`src/rtl/friscv_pkg.sv`:
```
// Shared definitions for the FRISCV RAM controller slice.
//
// Contents:
//   ram_ctrl_state_t : FSM states of friscv_ram_ctrl (IDLE, RMW_RD, RMW_WR)
//   RAM_LAT_MIN/MAX  : range of supported RAM read latencies
//   ram_lat_legal    : helper that checks a latency against that range
package friscv_pkg;

    typedef enum logic [1:0] {
        IDLE   = 2'd0,
        RMW_RD = 2'd1,
        RMW_WR = 2'd2
    } ram_ctrl_state_t;

    localparam int RAM_LAT_MIN = 0;
    localparam int RAM_LAT_MAX = 1;

    function automatic logic ram_lat_legal(input int lat);
        return (lat >= RAM_LAT_MIN) && (lat <= RAM_LAT_MAX);
    endfunction

endpackage

```
`src/rtl/friscv_scfifo.sv`:
```
// Single-clock FIFO used as the response buffer of friscv_ram_ctrl.
//
// Ports:
//   aclk, srst          : clock and synchronous active-high reset (empties FIFO)
//   push, push_data     : write one entry
//   push2, push2_data   : write a second, younger entry in the same cycle
//                         (only legal together with push)
//   pop                 : drop the head entry
//   pop_data            : head entry, valid while empty is low
//   empty, count        : occupancy status
//
// Push and pop in the same cycle are legal, also when the FIFO is full.
// The caller guarantees it never pushes more than the free space.
module friscv_scfifo #(
    parameter int DEPTH = 2,
    parameter int WIDTH = 33
) (
    input  logic                       aclk,
    input  logic                       srst,
    input  logic                       push,
    input  logic [WIDTH-1:0]           push_data,
    input  logic                       push2,
    input  logic [WIDTH-1:0]           push2_data,
    input  logic                       pop,
    output logic [WIDTH-1:0]           pop_data,
    output logic                       empty,
    output logic [$clog2(DEPTH+1)-1:0] count
);

    localparam int PTR_W = (DEPTH > 1) ? $clog2(DEPTH) : 1;
    localparam int CNT_W = $clog2(DEPTH + 1);

    logic [WIDTH-1:0] mem_q [DEPTH];
    logic [WIDTH-1:0] mem_d [DEPTH];
    logic [PTR_W-1:0] wr_ptr_q, wr_ptr_d;
    logic [PTR_W-1:0] rd_ptr_q, rd_ptr_d;
    logic [CNT_W-1:0] count_q, count_d;

    function automatic logic [PTR_W-1:0] next_ptr(input logic [PTR_W-1:0] p);
        if (p == PTR_W'(DEPTH - 1)) begin
            return '0;
        end
        return p + 1'b1;
    endfunction

    // The second push lands in the slot right after the first one, so the
    // older entry is always read out first.
    always_comb begin
        mem_d    = mem_q;
        wr_ptr_d = wr_ptr_q;
        rd_ptr_d = rd_ptr_q;
        if (push) begin
            mem_d[wr_ptr_q] = push_data;
            wr_ptr_d        = next_ptr(wr_ptr_q);
        end
        if (push2) begin
            mem_d[next_ptr(wr_ptr_q)] = push2_data;
            wr_ptr_d                  = next_ptr(next_ptr(wr_ptr_q));
        end
        if (pop) begin
            rd_ptr_d = next_ptr(rd_ptr_q);
        end
        count_d = count_q + CNT_W'(push) + CNT_W'(push2) - CNT_W'(pop);
    end

    always_ff @(posedge aclk) begin
        if (srst) begin
            wr_ptr_q <= '0;
            rd_ptr_q <= '0;
            count_q  <= '0;
        end else begin
            wr_ptr_q <= wr_ptr_d;
            rd_ptr_q <= rd_ptr_d;
            count_q  <= count_d;
        end
    end

    // Storage needs no reset: entries are only visible once counted.
    always_ff @(posedge aclk) begin
        mem_q <= mem_d;
    end

    assign pop_data = mem_q[rd_ptr_q];
    assign empty    = (count_q == '0);
    assign count    = count_q;

endmodule

```
`src/rtl/friscv_ram_ctrl.sv`:
```
// Request/response front end for a single-port RAM with byte strobes.
//
// Ports:
//   aclk, srst                        : clock, synchronous active-high reset
//   req_valid/req_ready               : request handshake
//   req_wr, req_addr, req_data,
//   req_strb                          : request payload (strobes used by writes)
//   rsp_valid/rsp_ready               : response handshake
//   rsp_wr, rsp_data                  : 1 = write ack (data 0), 0 = read data
//   ram_wren, ram_addr, ram_wdata     : RAM command, all zero when idle
//   ram_rdata                         : RAM read data, RAM_LAT cycles after address
//
// Reads and full-strobe writes complete in the handshake cycle; empty-strobe
// writes only ack; partial-strobe writes run a read-modify-write sequence.
// Responses come back in acceptance order through a 2-entry FIFO.
module friscv_ram_ctrl
    import friscv_pkg::*;
#(
    parameter int ADDR_WIDTH = 8,
    parameter int DATA_WIDTH = 32,
    parameter int RAM_LAT    = 1
) (
    input  logic                    aclk,
    input  logic                    srst,
    input  logic                    req_valid,
    output logic                    req_ready,
    input  logic                    req_wr,
    input  logic [ADDR_WIDTH-1:0]   req_addr,
    input  logic [DATA_WIDTH-1:0]   req_data,
    input  logic [DATA_WIDTH/8-1:0] req_strb,
    output logic                    rsp_valid,
    input  logic                    rsp_ready,
    output logic                    rsp_wr,
    output logic [DATA_WIDTH-1:0]   rsp_data,
    output logic                    ram_wren,
    output logic [ADDR_WIDTH-1:0]   ram_addr,
    output logic [DATA_WIDTH-1:0]   ram_wdata,
    input  logic [DATA_WIDTH-1:0]   ram_rdata
);

    localparam int STRB_W     = DATA_WIDTH / 8;
    localparam int RSP_W      = DATA_WIDTH + 1;
    localparam int FIFO_DEPTH = 2;

    if (!ram_lat_legal(RAM_LAT)) begin : g_bad_ram_lat
        $error("friscv_ram_ctrl: RAM_LAT must be 0 or 1");
    end

    ram_ctrl_state_t        state_q, state_d;
    logic [ADDR_WIDTH-1:0]  addr_q, addr_d;
    logic [DATA_WIDTH-1:0]  data_q, data_d;
    logic [STRB_W-1:0]      strb_q, strb_d;
    logic [DATA_WIDTH-1:0]  wdata_q, wdata_d;
    logic                   rd_pend_q, rd_pend_d;

    logic                   accept;
    logic                   rd_push;
    logic                   ack_push;
    logic [2:0]             occupancy;

    logic                   fifo_push;
    logic [RSP_W-1:0]       fifo_push_data;
    logic                   fifo_push2;
    logic [RSP_W-1:0]       fifo_pop_data;
    logic                   fifo_pop;
    logic                   fifo_empty;
    logic [1:0]             fifo_count;

    function automatic logic [DATA_WIDTH-1:0] merge_bytes(
        input logic [DATA_WIDTH-1:0] new_d,
        input logic [DATA_WIDTH-1:0] old_d,
        input logic [STRB_W-1:0]     strb
    );
        logic [DATA_WIDTH-1:0] r;
        r = old_d;
        for (int i = 0; i < STRB_W; i++) begin
            if (strb[i]) begin
                r[i*8 +: 8] = new_d[i*8 +: 8];
            end
        end
        return r;
    endfunction

    // Pending read data already owns a FIFO slot, so it counts toward the
    // occupancy that throttles new requests.
    assign occupancy = {1'b0, fifo_count} + {2'b00, rd_pend_q};
    assign req_ready = !srst && (state_q == IDLE) && (occupancy < 3'd2);
    assign accept    = req_valid && req_ready;

    always_comb begin
        state_d   = state_q;
        addr_d    = addr_q;
        data_d    = data_q;
        strb_d    = strb_q;
        wdata_d   = wdata_q;
        rd_pend_d = 1'b0;
        ram_wren  = 1'b0;
        ram_addr  = '0;
        ram_wdata = '0;
        rd_push   = rd_pend_q;
        ack_push  = 1'b0;

        unique case (state_q)
            IDLE: begin
                if (accept) begin
                    if (!req_wr) begin
                        ram_addr = req_addr;
                        if (RAM_LAT == 0) begin
                            rd_push = 1'b1;
                        end else begin
                            rd_pend_d = 1'b1;
                        end
                    end else if (&req_strb) begin
                        ram_wren  = 1'b1;
                        ram_addr  = req_addr;
                        ram_wdata = req_data;
                        ack_push  = 1'b1;
                    end else if (~|req_strb) begin
                        ack_push = 1'b1;
                    end else begin
                        // Partial write: fetch the old word first.
                        ram_addr = req_addr;
                        addr_d   = req_addr;
                        data_d   = req_data;
                        strb_d   = req_strb;
                        if (RAM_LAT == 0) begin
                            wdata_d = merge_bytes(req_data, ram_rdata, req_strb);
                            state_d = RMW_WR;
                        end else begin
                            state_d = RMW_RD;
                        end
                    end
                end
            end
            RMW_RD: begin
                wdata_d = merge_bytes(data_q, ram_rdata, strb_q);
                state_d = RMW_WR;
            end
            RMW_WR: begin
                ram_wren  = 1'b1;
                ram_addr  = addr_q;
                ram_wdata = wdata_q;
                ack_push  = 1'b1;
                state_d   = IDLE;
            end
            default: begin
                state_d = IDLE;
            end
        endcase

        // Nothing reaches the RAM while reset is held, even mid-RMW.
        if (srst) begin
            ram_wren  = 1'b0;
            ram_addr  = '0;
            ram_wdata = '0;
        end
    end

    always_ff @(posedge aclk) begin
        if (srst) begin
            state_q   <= IDLE;
            addr_q    <= '0;
            data_q    <= '0;
            strb_q    <= '0;
            wdata_q   <= '0;
            rd_pend_q <= 1'b0;
        end else begin
            state_q   <= state_d;
            addr_q    <= addr_d;
            data_q    <= data_d;
            strb_q    <= strb_d;
            wdata_q   <= wdata_d;
            rd_pend_q <= rd_pend_d;
        end
    end

    // With RAM_LAT = 1 an older read's data and a new write ack can land in
    // the same cycle; the read data goes first to keep acceptance order.
    assign fifo_push      = rd_push || ack_push;
    assign fifo_push_data = rd_push ? {1'b0, ram_rdata} : {1'b1, {DATA_WIDTH{1'b0}}};
    assign fifo_push2     = rd_push && ack_push;
    assign fifo_pop       = rsp_valid && rsp_ready;

    friscv_scfifo #(
        .DEPTH (FIFO_DEPTH),
        .WIDTH (RSP_W)
    ) u_rsp_fifo (
        .aclk       (aclk),
        .srst       (srst),
        .push       (fifo_push),
        .push_data  (fifo_push_data),
        .push2      (fifo_push2),
        .push2_data ({1'b1, {DATA_WIDTH{1'b0}}}),
        .pop        (fifo_pop),
        .pop_data   (fifo_pop_data),
        .empty      (fifo_empty),
        .count      (fifo_count)
    );

    assign rsp_valid = !srst && !fifo_empty;
    assign rsp_wr    = rsp_valid ? fifo_pop_data[DATA_WIDTH] : 1'b0;
    assign rsp_data  = rsp_valid ? fifo_pop_data[DATA_WIDTH-1:0] : '0;

endmodule

```
`config.mk`:
```
export PLATFORM = sky130hd
export DESIGN_NAME = friscv_ram_ctrl
export DESIGN_NICKNAME = d
export VERILOG_FILES = /design/src/rtl/friscv_pkg.sv /design/src/rtl/friscv_scfifo.sv /design/src/rtl/friscv_ram_ctrl.sv
export SDC_FILE = /design/constraint.sdc
export NUM_CORES = 1
export LEC_CHECK = 0
export ABC_AREA = 1
export BUFFER_PORTS_ARGS = -buffer_cell sky130_fd_sc_hd__buf_2
export CAP_MARGIN = 20
export CORE_ASPECT_RATIO = 1.5
export CORE_MARGIN = 3
export CORE_UTILIZATION = 56
export DETAILED_ROUTE_END_ITERATION = 10
export PLACE_DENSITY = 0.88
export SLEW_MARGIN = 20
export SYNTH_ARGS = -nofsm -noshare
export SYNTH_HDL_FRONTEND = slang
export SYNTH_SLANG_ARGS = --single-unit
```
`constraint.sdc`:
```
create_clock -name aclk -period 3.1 [get_ports aclk]
set_clock_uncertainty 0.15 [all_clocks]
set_input_delay 0.155 -clock aclk [delete_from_list [all_inputs] [get_ports aclk]]
set_output_delay 0.155 -clock aclk [all_outputs]
set_load 0.005 [all_outputs]
```
==> Word level (Yosys, flattened, before mapping) <==
Cells that the tools add are included.
{ "totals": {"ff_bits": 149, "input_bits": 81, "wordCells": 119} }
{ "classes": {"n_addsub": 7, "order_cmp": 6, "eq_ne": 6, "mux": 61, "bitwise_logic": 9, "reduce_logical": 19} }
{ "op_table": {"columns": ["op", "count"], "rows": [
  ["$mux 33", 6],
  ["$mux 32", 5],
  ["$mux 66", 2],
  ["$mux 8", 9],
  ["$bwmux 66", 1],
  ["$demux 33 s1", 2],
  ["$and 64x64->64", 1],
  ["$not 64->64", 1],
  ["$pmux 32 s2", 1],
  ["$mux 1", 27],
  ["$pmux 8 s2", 1],
  ["$logic_and 1x1->1", 8],
  ["$mux 2", 4],
  ["$reduce_and 4->1", 2],
  ["$ge 2x2->1 const B", 3],
  ["$ne 2x2->1 const B", 3],
  ["$not 1->2", 3],
  ["$reduce_and 5->1", 1],
  ["$add 2x1->2", 2],
  ["$logic_not 2->1", 2],
  ["$lt 2x1->1 const B", 2],
  ["$pmux 1 s2", 2],
  ["$pmux 2 s2", 1],
  ["$reduce_or 4->1", 1],
  ["13 further kinds", 18]
]} }

==> Depth between registers and ports, before layout <==
{ "logic_depth": {"ltp_word": 18, "depth_mapped": 13, "depth_no_buf": 12} }

==> By module <==
From an unflattened synthesis, not the netlist that was laid out.
{ "hier_totals": {"cells_unflattened": 1344, "area_unflattened_um2": 8409.3} }
{ "by_module_without_submodules": {"columns": ["mod", "instances", "cells_per_inst", "area_per_inst_um2"], "rows": [
  ["friscv_ram_ctrl", 1, 748, 4740.8],
  ["friscv_scfifo", 1, 596, 3668.5]
]} }

==> Least setup slack after synthesis <==
OpenSTA, ideal clock, no wires.
{ "synth_timing": {"path_kind": "reg2reg", "startpoint": "register state_q[1]", "endpoint": "register u_rsp_fifo.count_q[1], in the netlist u_rsp_fifo.count[1]", "setup_ps": 128, "arrival_time_ps": 1922, "path_slack_ps": 900, "path_stages_with_launch": 13, "n_path_buf": 2, "period_less_slack_ps": 2200, "path_cell_list": "dfxtp_1 nor2_1 nand4_4 inv_2 nand2_2 nand3_2 buf_6 buf_6 inv_1 fa_1 xor2_1 inv_1 nor2_1"} }
{ "synth_between": {"elab_chain_len": 10, "elab_cells_between_ends": 12, "classes_between": "add/sub: 3; eq/ne: 1; mux: 2; reduce/logical: 6"} }
{ "synth_lines": {"columns": ["item", "line_no", "source"], "rows": [
  ["start: declaration", "friscv_ram_ctrl.sv:49", "ram_ctrl_state_t state_q, state_d;"],
  ["start signal: assignment", "friscv_ram_ctrl.sv:168", "state_q <= state_d;"],
  ["$logic_not 2->1", "friscv_ram_ctrl.sv:87, friscv_ram_ctrl.sv:103", null],
  ["$logic_and 1x1->1 (2 in series)", "friscv_ram_ctrl.sv:87", "assign req_ready = !srst && (state_q == IDLE) && (occupancy < 3'd2);"],
  ["$logic_and 1x1->1", "friscv_ram_ctrl.sv:88", "assign accept = req_valid && req_ready;"],
  ["$mux 1", "friscv_ram_ctrl.sv:105", "if (accept) begin"],
  ["$pmux 1 s2 *", "friscv_ram_ctrl.sv:103", "unique case (state_q)"],
  ["$logic_or 1x1->1", "friscv_ram_ctrl.sv:179", "assign fifo_push = rd_push || ack_push;"],
  ["$add 2x1->2", "friscv_scfifo.sv:63", "count_d = count_q + CNT_W'(push) + CNT_W'(push2) - CNT_W'(pop);"],
  ["$add 2x1->2 *", "friscv_scfifo.sv:63", null],
  ["$sub 2x1->2 *", "friscv_scfifo.sv:63", null],
  ["end signal: assignment", "friscv_scfifo.sv:74", "count_q <= count_d;"],
  ["end: declaration", "friscv_scfifo.sv:37", "logic [CNT_W-1:0] count_q, count_d;"]
]} }
Every way passes the cells marked *; elsewhere a longest branch is shown, timed or not.
A chain may end at the register's enable or synchronous reset.

==> Final worst setup path <==
{ "layout_timing": {"startpoint": "input srst", "endpoint": "output ram_addr[2]"} }
{ "layout_between": {"elab_chain_len": 7} }
{ "layout_lines": {"columns": ["item", "line_no", "source"], "rows": [
  ["start: declaration", "friscv_ram_ctrl.sv:24", "input logic srst,"],
  ["$logic_not 1->1", "friscv_ram_ctrl.sv:87", null],
  ["$logic_and 1x1->1 (2 in series)", "friscv_ram_ctrl.sv:87", null],
  ["$logic_and 1x1->1", "friscv_ram_ctrl.sv:88", null],
  ["$mux 8", "friscv_ram_ctrl.sv:105", null],
  ["$pmux 8 s2", "friscv_ram_ctrl.sv:103", null],
  ["$mux 8 *", "friscv_ram_ctrl.sv:152", "if (srst) begin"],
  ["end: declaration", "friscv_ram_ctrl.sv:36", "output logic [ADDR_WIDTH-1:0] ram_addr,"]
]} }
Marked as above.

==> impl_metrics.env <==
export IMPL_slew_violations=0
export IMPL_die_w_microns=103
export IMPL_tritoncts_num_sinks=149
export IMPL_max_cap_violations=0
export IMPL_hp_start="req_valid"
export IMPL_post_synthesis_net_count=1329
export IMPL_synthCells=1246
export IMPL_grt_overflow_total=0
export IMPL_fillerInstances=1012
export IMPL_detailedRoute_firstPassIterationCount=6
export IMPL_power_density_nw_per_um2=616
export IMPL_whs_path_depth=5
export IMPL_routed_wl_mm=26.3
export IMPL_cts_root_buf="sky130_fd_sc_hd__clkbuf_16"
export IMPL_synth_async_reset_ratio_pct=0
export IMPL_min_period_ns=2.92
export IMPL_critical_path_startpoint="srst"
export IMPL_clock_path_buffers=2
export IMPL_grt_pass1_wl_mm=41.4
export IMPL_synth_most_common_cell="sky130_fd_sc_hd__nand2_1"
export IMPL_final_area_sq_um=10100
export IMPL_first_iter_violations=892
export IMPL_vias_per_cell=5.80
export IMPL_num_vias=9303
export IMPL_timing_rr_end="strb_q[3]$_SDFFE_PP0P_"
export IMPL_holdPathEnd="u_rsp_fifo.mem_q[65]$_DFF_P_"
export IMPL_synth_seq_cells=149
export IMPL_core_sq_um=13700
export IMPL_numCtsBuffers=17
export IMPL_floorplan_die_area_sq_um=15600
export IMPL_timing_critical_path_required_ns=2.79
export IMPL_area_growth_pct=27.0
export IMPL_power_leakage_nw=5.11
export IMPL_dp_final_hpwl_mm=14.5
export IMPL_setup_slack_ns=0.183
export IMPL_number_of_nets_still_failing_antenna_checks_after_routing=0
export IMPL_run_status="finished clean"
export IMPL_criticalPathCategory="primary input to output port"
export IMPL_yosys_most_used_dff="sky130_fd_sc_hd__dfxtp_1"
export IMPL_effective_utilization_at_floorplan_pct=57.9
export IMPL_max_stage_delay_ns=0.54
export IMPL_cp_cell_sequence="dlygate4sd3_1 > buf_2 > nor2_4 > nand4_4 > buf_4 > nor2_1 > a22oi_1 > nor2_1 > buf_2"
export IMPL_dp_worst_setup_slack_ns=0.813
export IMPL_pin_count=157
export IMPL_synth_top_cell_area_share_pct=37.7
export IMPL_post_synth_cell_area_avg_sq_um=6.35
export IMPL_port_buffer_count=156
export IMPL_setup_tns_final_ns=0
export IMPL_period_share_pct=94.1
export IMPL_synthDistinctLibCells=30
export IMPL_synth_enable_flop_cells=0
export IMPL_path_max_fanout=43
export IMPL_regToRegSetupSlack_ns=0.51
export IMPL_clock_tree_from_tritoncts="built"
export IMPL_maxClockFrequency_ghz=0.343
export IMPL_worst_setup_path_end_kind="output port"
export IMPL_timing_critical_path_slowest_stage_cell="sky130_fd_sc_hd__dlygate4sd3_1"
export IMPL_worstHoldPathType="primary input to flip-flop"
export IMPL_clock_insertion_delay_worst_skew_ns=0.42
export IMPL_clk_transition_reported_paths_ns=0.06
export IMPL_finish_net_count=1511
export IMPL_timing_hold_violations_final=0
export IMPL_tightestPinTransition_ns=1.11
export IMPL_ir_worst_vdd_mv=0.352
export IMPL_reg2reg_from="state_q[1]$_SDFFE_PP0P_"
export IMPL_antenna_violations_before_repair=1
export IMPL_core_rowCount=52
export IMPL_synth_yosys_seq_area_share_pct=37.7
export IMPL_synth_warnings=0
export IMPL_worstRegToRegCells=9
export IMPL_grt_start_max_net_pins=97
export IMPL_slew_headroom_pct=25.6
export IMPL_grt_resource_usage_total_pct=32.9
export IMPL_number_of_global_route_vias_before_repair=8827
export IMPL_unrepaired_setup_endpoints_after_global_routing="no"
export IMPL_worstPathArrival_ns=2.61
export IMPL_ys_top_cells_by_area="sky130_fd_sc_hd__dfxtp_1 38%, sky130_fd_sc_hd__o21ai_0 11%, sky130_fd_sc_hd__nand2_1 11%, sky130_fd_sc_hd__nor2_1 9.5%, sky130_fd_sc_hd__a21oi_1 6.5%"
export IMPL_placement_cell_area_sq_um=8660
export IMPL_h_tree_depth=4
export IMPL_drive_gt1_share_pct=15.6
export IMPL_synth_area_sq_um=7910
export IMPL_leading_cell_types_by_count_after_synthesis="241 x sky130_fd_sc_hd__nand2_1, 201 x sky130_fd_sc_hd__nor2_1, 181 x sky130_fd_sc_hd__o21ai_0"
export IMPL_post_drt_wl_per_cell_microns=16.4
export IMPL_synth_top_cell_by_area="sky130_fd_sc_hd__dfxtp_1"
export IMPL_routabilityCongestion=0.844
export IMPL_setup_worst_path_start_class="primary input"
export IMPL_setup_violations=0
export IMPL_drc=0
export IMPL_chipHeight_microns=152
-- metal layers --
metal	GRT usage, %	vias to the layer above	share of wire [%]	wire (microns)
met3	7.05	139	8.6	2260
li1	-	4423	-	-
met2	54.2	572	49	12800
met4	19.7	0	5.1	1350
met1	38.7	4169	38	9880
met5	0	-	0	0
-- power by group --
group	leakage (nW)	switching [W]	internal [W]
clock network	0.257	0.000889	0.00104
registers	1.23	0.000280	0.00238
logic	3.62	0.000969	0.000628
-- sequential cells by signal (all words and copies together), names as in the netlist --
name and count:
u_rsp_fifo.mem_q 66, wdata_q 32, state_q 2, u_rsp_fifo.rd_ptr_q 1, data_q 32, addr_q 8
u_rsp_fifo.count 2, u_rsp_fifo.wr_ptr_q 1, rd_pend_q 1, strb_q 4
-- placed cells by master (no fill, tap or decap), drive strengths merged --
master       instances
clkinvlp             4
o21ai              206
nand4               33
dlygate4sd3         83
buf                179
clkinv               7
diode                1
o21bai               1
nor2               203
nand3                4
a211oi              32
inv                125
a21oi              102
a22oi                8
xor2                 1
xnor2                1
nand2              242
ha                   1
dfxtp              149
fa                   1
clkbuf              18
nor3                41
-- how the worst max path moves through the flow --
stage                                endpoint  slack (ns)  cells past startpoint
4_1_cts                         ram_wdata[15]        0.28                     10
5_1_grt                           ram_addr[2]        0.03                      9
2_1_floorplan  u_rsp_fifo.count[1]$_SDFF_PP0_        0.90                     12
3_5_place_dp                    ram_wdata[15]        0.81                      8
3_3_place_gp                     ram_wdata[9]        0.88                      8
6_report                          ram_addr[2]        0.18                      9
-- final cells by class --
type	instances	area, sq um	area share [%]
Antenna cell	1	2.50	0.0249
Clock buffer	18	429	4.27
Clock inverter	14	116	1.16
Inverter	122	458	4.56
Multi-Input combinational cell	876	4060	40.4
Sequential cell	149	2980	29.7
Tap cell	162	203	2.02
Timing Repair Buffer	262	1800	17.9
-- critical path, delay by kind of cell --
kind,cells,cell delay [ns]
AOI/OAI and AO/OA,1,0.15
buffers and inverters,4,1.27
and+or+nand+nor,4,1.02
-- kinds of logic (layout without fill, tap and decap cells) --
logic type	after synthesis	count (layout)	share of synthesized area, %
compound gates	349	349	23.4
other cells	0	1	0
flops	149	149	37.7
xor+xnor	2	2	0.221
fa+ha+maj	2	2	0.411
simple gates	523	523	27.0
buf+inv	221	416	11.2
-- through the flow --
step	hold WS, ns	total power [W]	std cells	utilization, %
after floorplan	0.0774	0.00372	1246	-
after global placement	0.219	0.00407	1486	63.4
after detailed placement	0.235	0.00414	1486	63.4
after CTS	0.145	0.00615	1601	73.4
after global routing	0.207	0.00655	1604	73.6
final	0.149	0.00619	1604	73.6
-- timing repair --
item                       in CTS  in global routing
hold endpoints to repair       81                  0
setup endpoints to repair       0                  2
resized for setup               0                  0
buffers inserted                0                  2
hold buffers                   83                  0
Power figures use the tool's default switching activity.
